===== config.mk =====
export PLATFORM = sky130hd
export DESIGN_NAME = seq_gen
export DESIGN_NICKNAME = d
export VERILOG_FILES = /design/src/rtl/seq_gen.sv
export SDC_FILE = /design/constraint.sdc
export NUM_CORES = 1
export LEC_CHECK = 0
export CAP_MARGIN = 15
export CORE_MARGIN = 2
export CORE_UTILIZATION = 57
export CTS_BUF_LIST = sky130_fd_sc_hd__clkbuf_4 sky130_fd_sc_hd__clkbuf_8 sky130_fd_sc_hd__clkbuf_16
export CTS_CLUSTER_DIAMETER = 60
export CTS_CLUSTER_SIZE = 40
export DETAILED_ROUTE_END_ITERATION = 12
export PLACE_DENSITY = 0.92
export SLEW_MARGIN = 20
export SYNTH_ARGS = -nofsm -noshare
export SYNTH_HDL_FRONTEND = slang
export SYNTH_SLANG_ARGS = --single-unit

===== constraint.sdc =====
create_clock -name clk -period 3.7 [get_ports clk]
set_clock_uncertainty 0.05 [all_clocks]
set_input_delay 0.74 -clock clk [delete_from_list [all_inputs] [get_ports clk]]
set_output_delay 0.74 -clock clk [all_outputs]
set_load 0.02 [all_outputs]

===== src/rtl/seq_gen.sv =====
// Serial pattern transmitter: takes parallel words over valid/ready and
// shifts them out MSB-first, one bit per clock, with a programmable idle gap.
module seq_gen #(
    parameter int DATA_W = 16,
    parameter int LEN_W  = 5,
    parameter int GAP_W  = 4,
    parameter int CNT_W  = 16
) (
    input  logic              clk,
    input  logic              rst_n,
    input  logic              in_valid,
    output logic              in_ready,
    input  logic [DATA_W-1:0] in_data,
    input  logic [LEN_W-1:0]  in_len,
    input  logic [GAP_W-1:0]  in_gap,
    output logic              seq_out,
    output logic              seq_vld,
    output logic              busy,
    output logic              word_done,
    output logic [CNT_W-1:0]  word_cnt
);

    // Handshake: a word transfers on any rising edge where in_valid && in_ready.
    // in_ready is a function of state and counters only, never of in_valid.
    typedef enum logic [1:0] {IDLE, SEND, GAP} state_t;

    state_t             state;
    logic [DATA_W-1:0]  data_r;
    logic [LEN_W-1:0]   bit_cnt;
    logic [GAP_W-1:0]   gap_r;
    logic [GAP_W-1:0]   gap_cnt;

    logic               last_bit;
    logic               take;
    logic [LEN_W-1:0]   eff_len;
    logic [LEN_W-1:0]   len_m1;
    logic [DATA_W-1:0]  first_sh;
    logic [DATA_W-1:0]  next_sh;

    assign last_bit = (state == SEND) && (bit_cnt == '0);
    assign in_ready = (state == IDLE)
                    || (last_bit && (gap_r == '0))
                    || ((state == GAP) && (gap_cnt == GAP_W'(1)));
    assign take     = in_valid && in_ready;
    assign busy     = (state != IDLE);

    // Out-of-range lengths (0 or wider than the data path) send the full word.
    assign eff_len  = ((in_len == '0) || (in_len > LEN_W'(DATA_W))) ? LEN_W'(DATA_W) : in_len;
    assign len_m1   = eff_len - LEN_W'(1);
    assign first_sh = in_data >> len_m1;
    assign next_sh  = data_r >> (bit_cnt - LEN_W'(1));

    always_ff @(posedge clk or negedge rst_n) begin
        if (!rst_n) begin
            state     <= IDLE;
            data_r    <= '0;
            bit_cnt   <= '0;
            gap_r     <= '0;
            gap_cnt   <= '0;
            seq_out   <= 1'b0;
            seq_vld   <= 1'b0;
            word_done <= 1'b0;
            word_cnt  <= '0;
        end else begin
            word_done <= 1'b0;
            if (last_bit && (word_cnt != '1)) begin
                word_cnt <= word_cnt + 1'b1;
            end

            if (take) begin
                state     <= SEND;
                data_r    <= in_data;
                gap_r     <= in_gap;
                bit_cnt   <= len_m1;
                seq_out   <= first_sh[0];
                seq_vld   <= 1'b1;
                word_done <= (len_m1 == '0);
            end else begin
                case (state)
                    SEND: begin
                        if (bit_cnt != '0) begin
                            bit_cnt   <= bit_cnt - LEN_W'(1);
                            seq_out   <= next_sh[0];
                            word_done <= (bit_cnt == LEN_W'(1));
                        end else if (gap_r != '0) begin
                            state   <= GAP;
                            gap_cnt <= gap_r;
                            seq_out <= 1'b0;
                            seq_vld <= 1'b0;
                        end else begin
                            state   <= IDLE;
                            seq_out <= 1'b0;
                            seq_vld <= 1'b0;
                        end
                    end
                    GAP: begin
                        if (gap_cnt == GAP_W'(1)) begin
                            state <= IDLE;
                        end
                        gap_cnt <= gap_cnt - GAP_W'(1);
                        seq_out <= 1'b0;
                        seq_vld <= 1'b0;
                    end
                    default: begin
                        state   <= IDLE;
                        seq_out <= 1'b0;
                        seq_vld <= 1'b0;
                    end
                endcase
            end
        end
    end

endmodule


==> summary.txt, run 1 <==
Status
  • Outcome: complete, no violations

Logic synthesis
  • Post-synth EDFFs: 0
  • Post-synth cell types: 46
  • Synthesized instance count: 233
  • Post-synthesis simple-gate area fraction: 0.156
  • Seq/Total Area, Yosys: 0.458
  • #FFs+latches synth: 50
  • Compound-Gate Fraction of Synth Area: 0.0839
  • Post-Syn Nets: 270
  • Combinational family with the most area after synthesis: multiplexers
  • YS warnings: 0
  • Mapped Avg Cell Area: 11.7 um2
  • Ys async rst share: 1.00
  • Post-Syn Area: 2730 um2
  • Post-synth top flop: dfrtp_1
  • Share of synthesized area spent on multiplexers: 0.173
  • XOR/XNOR share of the synthesized area: 0.0610
  • Post-Synth Adder-Cell Area: 0.0412

Drt
  • Via count: 2053
  • WL/cell: 16.8 um
  • Antenna-violating nets left: 0
  • DRT iter0 DRCs: 144
  • First-pass detailed-route iteration total: 4
  • Vias per inst: 5.97
  • Residual DRC: 0
  • Final WL: 5.78 mm

STA
  • Fin. max-slew vios: 0
  • Actual slew at the worst max-slew pin: 0.624 ns
  • Slew margin rel.: 0.584
  • Unrepaired setup endpoints after global routing: no
  • Fin crit share: 0.929
  • Final setup viols: 0
  • Hold WS: 0.396 ns
  • Fmax achieved: 291 MHz
  • Final worst path period need: 3.44 ns
  • Final hold violations: 0

Global route
  • Tot GR Track Use: 0.240
  • Grt total ovfl: 0
  • Largest net degree at the start of global routing: 51
  • Number of global-route vias before repair: 2055
  • First-pass GRT wire length: 9.77 mm
  • Initial antenna violation count: 0

Critical path
  • Worst reg2reg endpoint: seq_out
  • Worst Path Arrival: 3.57 ns
  • Crit. End Element: flop
  • CP max FO: 3
  • R2r worst-path depth: 8
  • Reg2reg start: bit_cnt[0]
  • Crit path launch type: input pin
  • CP required: 3.84 ns
  • Critical path class: input pin to flop
  • R2R Setup Slk: 1.23 ns

Cells and area
  • Final Instance Area: 3380 um2
  • Nets@finish: 326
  • Proportion of layout cells with a drive suffix above 1: 0.183
  • Reg area: 1250 um2
  • Multi-input combinational cell area: 1410 um2
  • P&R area growth vs syn: 24.0%
  • Filler instances: 312
  • Diode count: 0

Placed design
  • Final HPWL DP: 4.30 mm
  • DP Area: 3280 um2
  • RePlAce Congestion: 0.800
  • Port Buffer Count: 48

Clock tree
  • CTS H-tree lvls: 2
  • Worst-path clk slew: 0.09 ns
  • CTS sink count: 50
  • CTS Root Cell: clkbuf_8
  • Cts repair resizes: 0
  • Num CTS Buffers: 5
  • Longest Clk Path Bufs: 2
  • CTS tree: done
  • # Post-CTS Setup Buffers: 0
  • Worst-Skew Late Latency: 0.30 ns
  • # hold bufs at CTS: 0

Floorplan
  • Core area: 4660 um2
  • Die Y: 73.2 um
  • Die W: 73.2 um
  • Row cnt: 25
  • # IOs: 49
  • Initial Utilization: 0.586
  • Die area: 5360 um2

Pwr
  • Power density cells: 653 nW/um2
  • Leakage: 1.44 nW
  • Worst vdd ir: 0.488 mV

Job
  • MaxCap Viol Count: 0

Worst hold path
  • Worst hold path type: input pin to asynchronous set/reset pin
==> worst max-delay path by stage <==
stage,from,end,depth (start not counted)
floorplan,in_len[0],seq_out,10
detailed placement,in_len[0],seq_out,9
global placement,in_len[0],seq_out,9
finish,in_len[0],seq_out,10
global route,in_len[0],seq_out,10
CTS,in_len[0],seq_out,9
==> state kept, by name (all words and copies together) (netlist names) <==
signal     count
gap_r          4
word_done      1
data_r        16
seq_vld        1
bit_cnt        5
state          2
gap_cnt        4
word_cnt      16
seq_out        1
==> worst max-delay path, stage by stage <==
cell	delay (ns)
clkdlybuf4s50_1	0.44
or4_1	0.56
ha_1	0.33
nor2b_1	0.21
inv_1	0.07
ha_1	0.21
xnor2_1	0.35
mux2i_1	0.25
nor4_1	0.06
or3_1	0.37
==> placed cells by master (no fill, tap or decap), drive strengths merged, types with 2 or more instances in the layout <==
master and n:
xor2 4, buf 8, inv 9, o21ai 3
mux4 8, a21o 4, nand3 6, a311oi 3
or2 3, nor3 4, a211oi 2, o31ai 2
mux2 22, a21oi 8, nand2 21, nand2b 5
clkbuf 7, o22ai 4, or3 2, clkdlybuf4s50 47
nand4 6, nor2 14, dfrtp 50, ha 9
mux2i 3, nor2b 4, xnor2 15, nor4 5
==> area by class of cell <==
class,instances,area share
Clock buffer,7,0.0266
Clock inverter,1,0.00259
Inverter,8,0.00887
Multi-Input combinational cell,169,0.416
Sequential cell,50,0.370
Tap cell,54,0.0200
Timing Repair Buffer,55,0.157
==> per-layer routing <==
metal	vias up	GRT usage	part of all wire	wire length, um
met5	-	0	0	0
li1	964	-	-	-
met4	0	0.0967	0.023	133
met1	1015	0.334	0.43	2470
met2	62	0.373	0.51	2930
met3	12	0.0414	0.044	253
==> kinds of logic (layout without fill, tap and decap cells) <==
group,count (synthesis),count (layout)
XOR/XNOR,19,19
buffers and inverters,14,71
AND/OR/NAND/NOR,77,77
adder cells (fa/ha/maj),9,9
AO/OA/AOI/OAI,31,31
multiplexers,33,33
flip-flops,50,50
==> synthesized netlist by cell type, drive strengths merged (2+ instances only) <==
master,number,area [um2]
o31ai,2,15.0
dfrtp,50,1250
a21oi,8,43.8
mux4,8,195
nor2,14,52.6
nor3,4,20.0
or2,3,18.8
o21ai,3,26.3
nor4,5,46.3
ha,9,113
nand2b,5,31.3
nand3,6,30.0
xor2,4,35.0
o22ai,4,25.0
a21o,4,31.3
inv,8,30.0
a311oi,3,26.3
mux2,22,248
xnor2,15,131
or3,2,12.5
nor2b,4,25.0
mux2i,3,30.0
nand4,6,37.5
buf,6,42.5
a211oi,2,20.0
nand2,21,81.3
==> metrics by stage <==
| stage | TNS, ns | utilization | cells | power [mW] | worst slack (ns) |
|---|---|---|---|---|---|
| 6_report | 0 | 0.726 | 344 | 2.21 | 0.264 |
| 5_1_grt | 0 | 0.726 | 344 | 2.35 | 0.0509 |
| 4_1_cts | 0 | 0.726 | 344 | 2.22 | 0.253 |
| 3_5_place_dp | -0.0723 | 0.704 | 336 | 1.85 | -0.0723 |
| 3_3_place_gp | 0 | 0.704 | 336 | 1.80 | 0.0664 |
| 2_1_floorplan | 0 | - | 233 | 1.59 | 0.409 |
==> report_power, final <==
group / total, mW / internal [mW] / switching, mW
logic: 0.945 / 0.512 / 0.433
clock network: 0.342 / 0.162 / 0.180
registers: 0.924 / 0.741 / 0.183
total: 2.21 / 1.41 / 0.796
No activity file was read; power rests on OpenSTA's default activity.
==> run 2, diff against run 1 <==
--- a/config.mk
+++ b/config.mk
@@ -8,11 +8,13 @@
 export CAP_MARGIN = 15
 export CORE_MARGIN = 2
 export CORE_UTILIZATION = 57
-export CTS_BUF_LIST = sky130_fd_sc_hd__clkbuf_4 sky130_fd_sc_hd__clkbuf_8 sky130_fd_sc_hd__clkbuf_16
+export CTS_BUF_LIST = sky130_fd_sc_hd__clkbuf_16
 export CTS_CLUSTER_DIAMETER = 60
 export CTS_CLUSTER_SIZE = 40
 export DETAILED_ROUTE_END_ITERATION = 12
+export GPL_TIMING_DRIVEN = 1
 export PLACE_DENSITY = 0.92
+export SKIP_CTS_REPAIR_TIMING = 1
 export SLEW_MARGIN = 20
 export SYNTH_ARGS = -nofsm -noshare
 export SYNTH_HDL_FRONTEND = slang
==> summary.txt, run 2 (synthesis gave the netlist of run 1 again) <==
Status
  • Outcome: complete, no violations

Pwr
  • Leakage: 1.46 nW
  • Share of total power in the clock network: 0.191
  • Switching pwr: 824 uW
  • Int Pwr: 1.50 mW
  • Pwr Total: 2.33 mW
  • Sequential share of power: 0.398
  • Comb power frac: 0.411
  • Worst vdd ir: 0.457 mV
  • Switch share: 0.354
  • Power density cells: 679 nW/um2

Clock tree
  • CTS tree: done
  • Worst-path clk slew: 0.07 ns
  • Longest Clk Path Bufs: 2
  • CTS sink count: 50
  • Worst-Skew Late Latency: 0.29 ns
  • CTS Root Cell: clkbuf_16
  • CTS H-tree lvls: 2
  • Num CTS Buffers: 5

Cells and area
  • Commonest non-fill, non-tap cell in the layout: dfrtp_1
  • Reg area: 1250 um2
  • Largest regs: data_r (16), word_cnt (16), bit_cnt (5)
  • Most frequent cells in the layout: 50 x dfrtp_1, 47 x clkdlybuf4s50_1, 22 x mux2_2
  • P&R area growth vs syn: 25.5%
  • Final Instance Area: 3430 um2
  • Multi-input combinational cell area: 1410 um2
  • Final Util: 0.735
  • Nets@finish: 326
  • Filler instances: 295
  • Diode count: 0
  • Cell Count, Final, Fillers Out: 344
  • Proportion of layout cells with a drive suffix above 1: 0.176

STA
  • Fin. max-slew vios: 0
  • Fin crit share: 0.935
  • Unrepaired setup endpoints after global routing: no
  • Final WS setup: 0.240 ns
  • Final setup viols: 0
  • Final worst path period need: 3.46 ns
  • Hold WS: 0.415 ns
  • Final hold violations: 0
  • Slew margin rel.: 0.582
  • Fmax achieved: 289 MHz
  • Setup TNS Final: 0 ns
  • Actual slew at the worst max-slew pin: 0.627 ns

Floorplan
  • # IOs: 49
  • Core area: 4660 um2
  • Row cnt: 25
  • Die area: 5360 um2
  • Initial Utilization: 0.586
  • Die Y: 73.2 um
  • Die W: 73.2 um

Critical path
  • Reg2reg start: bit_cnt[0]
  • Crit. End Element: flop
  • R2r worst-path depth: 8
  • Worst Path Arrival: 3.58 ns
  • Worst-path cell chain: clkdlybuf4s50_1 -> or4_1 -> ha_1 -> nor2b_1 -> buf_4 -> mux4_2 -> mux2i_1 -> nor4_1 -> or3_1
  • Worst reg2reg endpoint: seq_out
  • Crit path launch type: input pin
  • Critical path class: input pin to flop
  • CP max FO: 5
  • R2R Setup Slk: 1.24 ns
  • CP required: 3.82 ns
  • Critical Path Max Stage Delay: 0.56 ns
  • Crit-path slowest cell: or4_1

Global route
  • Tot GR Track Use: 0.253
  • Number of global-route vias before repair: 2133
  • Grt total ovfl: 0
  • Largest net degree at the start of global routing: 51
  • Initial antenna violation count: 0
  • First-pass GRT wire length: 10.3 mm

Placed design
  • Worst Setup Slack post-DPL: -0.0723 ns
  • RePlAce Congestion: 0.800
  • Placed Cells: 336
  • Port Buffer Count: 48
  • DP Area: 3280 um2
  • Final HPWL DP: 4.30 mm

Drt
  • DRT iter0 DRCs: 171
  • Final WL: 6.13 mm
  • First-pass detailed-route iteration total: 4
  • Vias per inst: 6.07
  • Via count: 2087
  • WL/cell: 17.8 um
  • Antenna-violating nets left: 0
  • Residual DRC: 0

Job
  • MaxCap Viol Count: 0

Worst hold path
  • Worst hold path type: input pin to asynchronous set/reset pin
[run 2: worst max path at each step]
stage	startpoint	endpoint	slack, ns
finish	in_len[0]	seq_out	0.24
global route	in_len[0]	seq_out	0.03
floorplan	in_len[0]	seq_out	0.41
detailed placement	in_len[0]	seq_out	-0.07
global placement	in_len[0]	seq_out	0.07
CTS	in_len[0]	seq_out	0.22
[run 2: layout make-up]
| type | instances | area share |
|---|---|---|
| clock buffer | 5 | 0.0365 |
| clock inverter | 3 | 0.00475 |
| inverter | 8 | 0.00876 |
| multi-input combinational | 169 | 0.410 |
| sequential | 50 | 0.365 |
| tap | 54 | 0.0197 |
| timing repair buffer | 55 | 0.155 |
[run 2: layer usage]
| metal | up-vias | part of all wire | global-route usage |
|---|---|---|---|
| li1 | 964 | - | - |
| met1 | 1053 | 0.43 | 0.347 |
| met2 | 51 | 0.50 | 0.389 |
| met3 | 19 | 0.036 | 0.0511 |
| met4 | 0 | 0.035 | 0.113 |
| met5 | - | 0 | 0 |
[run 2: power by group through the flow]
stage                     Combinational [mW]  Sequential [mW]  Clock [mW]
after CTS                              0.958            0.923       0.450
after global routing                    1.03            0.952       0.476
after detailed placement               0.928            0.927           0
after floorplan                        0.708            0.885           0
after global placement                 0.892            0.908           0
final                                  0.956            0.926       0.446
[run 2: worst max-delay path: cells and delay by family]
kind	cells	cell delay [ns]
buffers and inverters	2	0.64
muxes	2	0.67
and+or+nand+nor	4	1.20
adders and majority gates	1	0.33
==> run 3, diff against run 2 <==
--- a/config.mk
+++ b/config.mk
@@ -5,7 +5,6 @@
 export SDC_FILE = /design/constraint.sdc
 export NUM_CORES = 1
 export LEC_CHECK = 0
-export CAP_MARGIN = 15
 export CORE_MARGIN = 2
 export CORE_UTILIZATION = 57
 export CTS_BUF_LIST = sky130_fd_sc_hd__clkbuf_16
@@ -13,6 +12,7 @@
 export CTS_CLUSTER_SIZE = 40
 export DETAILED_ROUTE_END_ITERATION = 12
 export GPL_TIMING_DRIVEN = 1
+export MAX_ROUTING_LAYER = met4
 export PLACE_DENSITY = 0.92
 export SKIP_CTS_REPAIR_TIMING = 1
 export SLEW_MARGIN = 20
==> summary.txt, run 3 (synthesis gave the netlist of run 1 again) <==
Status
  • Outcome: complete, no violations

Drt
  • Residual DRC: 0
  • WL/cell: 17.8 um
  • First-pass detailed-route iteration total: 4
  • Max Used Layer: met4
  • Final WL: 6.13 mm
  • Post-Route M1 WL: 2.55 mm
  • Routed length on met3: 271 um
  • Metal2 WL: 3.10 mm
  • Vias per inst: 6.11
  • Antenna-violating nets left: 0
  • Via count: 2101
  • DRT iter0 DRCs: 184

Critical path
  • Critical path class: input pin to flop
  • CP required: 3.82 ns
  • Crit. End Element: flop
  • Worst Path Arrival: 3.58 ns
  • CP max FO: 5
  • R2r worst-path depth: 8
  • R2R Setup Slk: 1.25 ns
  • Crit path launch type: input pin
  • Worst reg2reg endpoint: seq_out
  • Reg2reg start: bit_cnt[0]

STA
  • Fmax achieved: 289 MHz
  • Final setup viols: 0
  • Fin crit share: 0.934
  • Unrepaired setup endpoints after global routing: no
  • Fin. max-slew vios: 0
  • Final hold violations: 0
  • Actual slew at the worst max-slew pin: 0.623 ns
  • Slew margin rel.: 0.585
  • Hold WS: 0.412 ns
  • Final worst path period need: 3.46 ns

Cells and area
  • Nets@finish: 326
  • Diode count: 0
  • Largest regs: data_r (16), word_cnt (16), bit_cnt (5)
  • Reg area: 1250 um2
  • Final Util: 0.735
  • Commonest non-fill, non-tap cell in the layout: dfrtp_1
  • Proportion of layout cells with a drive suffix above 1: 0.176
  • Multi-input combinational cell area: 1410 um2
  • Filler instances: 295
  • Most frequent cells in the layout: 50 x dfrtp_1, 47 x clkdlybuf4s50_1, 22 x mux2_2
  • P&R area growth vs syn: 25.5%

Pwr
  • Switch share: 0.355
  • Power density cells: 680 nW/um2
  • Leakage: 1.46 nW
  • Comb power frac: 0.410
  • Sequential share of power: 0.398
  • Switching pwr: 826 uW
  • Share of total power in the clock network: 0.192
  • Int Pwr: 1.50 mW
  • Worst vdd ir: 0.460 mV

Global route
  • Tot GR Track Use: 0.261
  • First-pass GRT wire length: 10.3 mm
  • Largest net degree at the start of global routing: 51
  • Initial antenna violation count: 0
  • Grt total ovfl: 0
  • Number of global-route vias before repair: 2131

Clock tree
  • Worst-path clk slew: 0.07 ns
  • CTS Root Cell: clkbuf_16
  • CTS tree: done
  • Num CTS Buffers: 5
  • CTS H-tree lvls: 2
  • CTS sink count: 50
  • Worst-Skew Late Latency: 0.29 ns
  • Longest Clk Path Bufs: 2

Job
  • MaxCap Viol Count: 0

Floorplan
  • Row cnt: 25
  • Core area: 4660 um2
  • Die area: 5360 um2
  • Die W: 73.2 um
  • Initial Utilization: 0.586
  • # IOs: 49
  • Die Y: 73.2 um

Worst hold path
  • Worst hold path type: input pin to asynchronous set/reset pin

Placed design
  • Port Buffer Count: 48
  • RePlAce Congestion: 0.811
  • Final HPWL DP: 4.30 mm
==> run 3: cell counts in the layout (fill, tap and decap cells not counted) <==
Identical to the previous run, type by type.
==> run 3: how the worst max path moves through the flow <==
stage | startpoint | endpoint | depth (start not counted)
floorplan | in_len[0] | seq_out | 10
global placement | in_len[0] | seq_out | 9
detailed placement | in_len[0] | seq_out | 9
CTS | in_len[0] | seq_out | 9
global route | in_len[0] | seq_out | 10
finish | in_len[0] | seq_out | 9
==> run 3: stage by stage <==
step,area [um2],power [mW],setup slack [ns],TNS [ns],cells
2_1_floorplan,2730,1.59,0.409,0,233
3_3_place_gp,3280,1.80,0.0664,0,336
3_5_place_dp,3280,1.85,-0.0723,-0.0723,336
4_1_cts,3420,2.33,0.219,0,344
5_1_grt,3430,2.46,0.0270,0,344
6_report,3430,2.33,0.244,0,344
==> run 3: layout make-up <==
cell class                 instances  area share
multi-input combinational        169       0.410
sequential                        50       0.365
inverter                           8     0.00876
tap                               54      0.0197
timing repair buffer              55       0.155
clock inverter                     3     0.00475
clock buffer                       5      0.0365
==> run 3: power groups by stage <==
stage	clock network [mW]	registers, mW	logic [mW]
5_1_grt	0.476	0.952	1.03
6_report	0.447	0.928	0.955
3_5_place_dp	0	0.927	0.928
3_3_place_gp	0	0.908	0.892
4_1_cts	0.450	0.923	0.958
2_1_floorplan	0	0.885	0.708
==> run 3: critical path: stages <==
cell             delay [ns]
clkdlybuf4s50_1        0.44
or4_1                  0.56
ha_1                   0.33
nor2b_1                0.21
buf_4                  0.20
mux4_2                 0.51
mux2i_1                0.16
nor4_1                 0.06
or3_1                  0.37
==> run 3: layer usage <==
metal | track usage | up-vias
met5 | - | -
met4 | 0.113 | 0
met3 | 0.0511 | 19
met2 | 0.389 | 58
met1 | 0.347 | 1059
li1 | - | 965
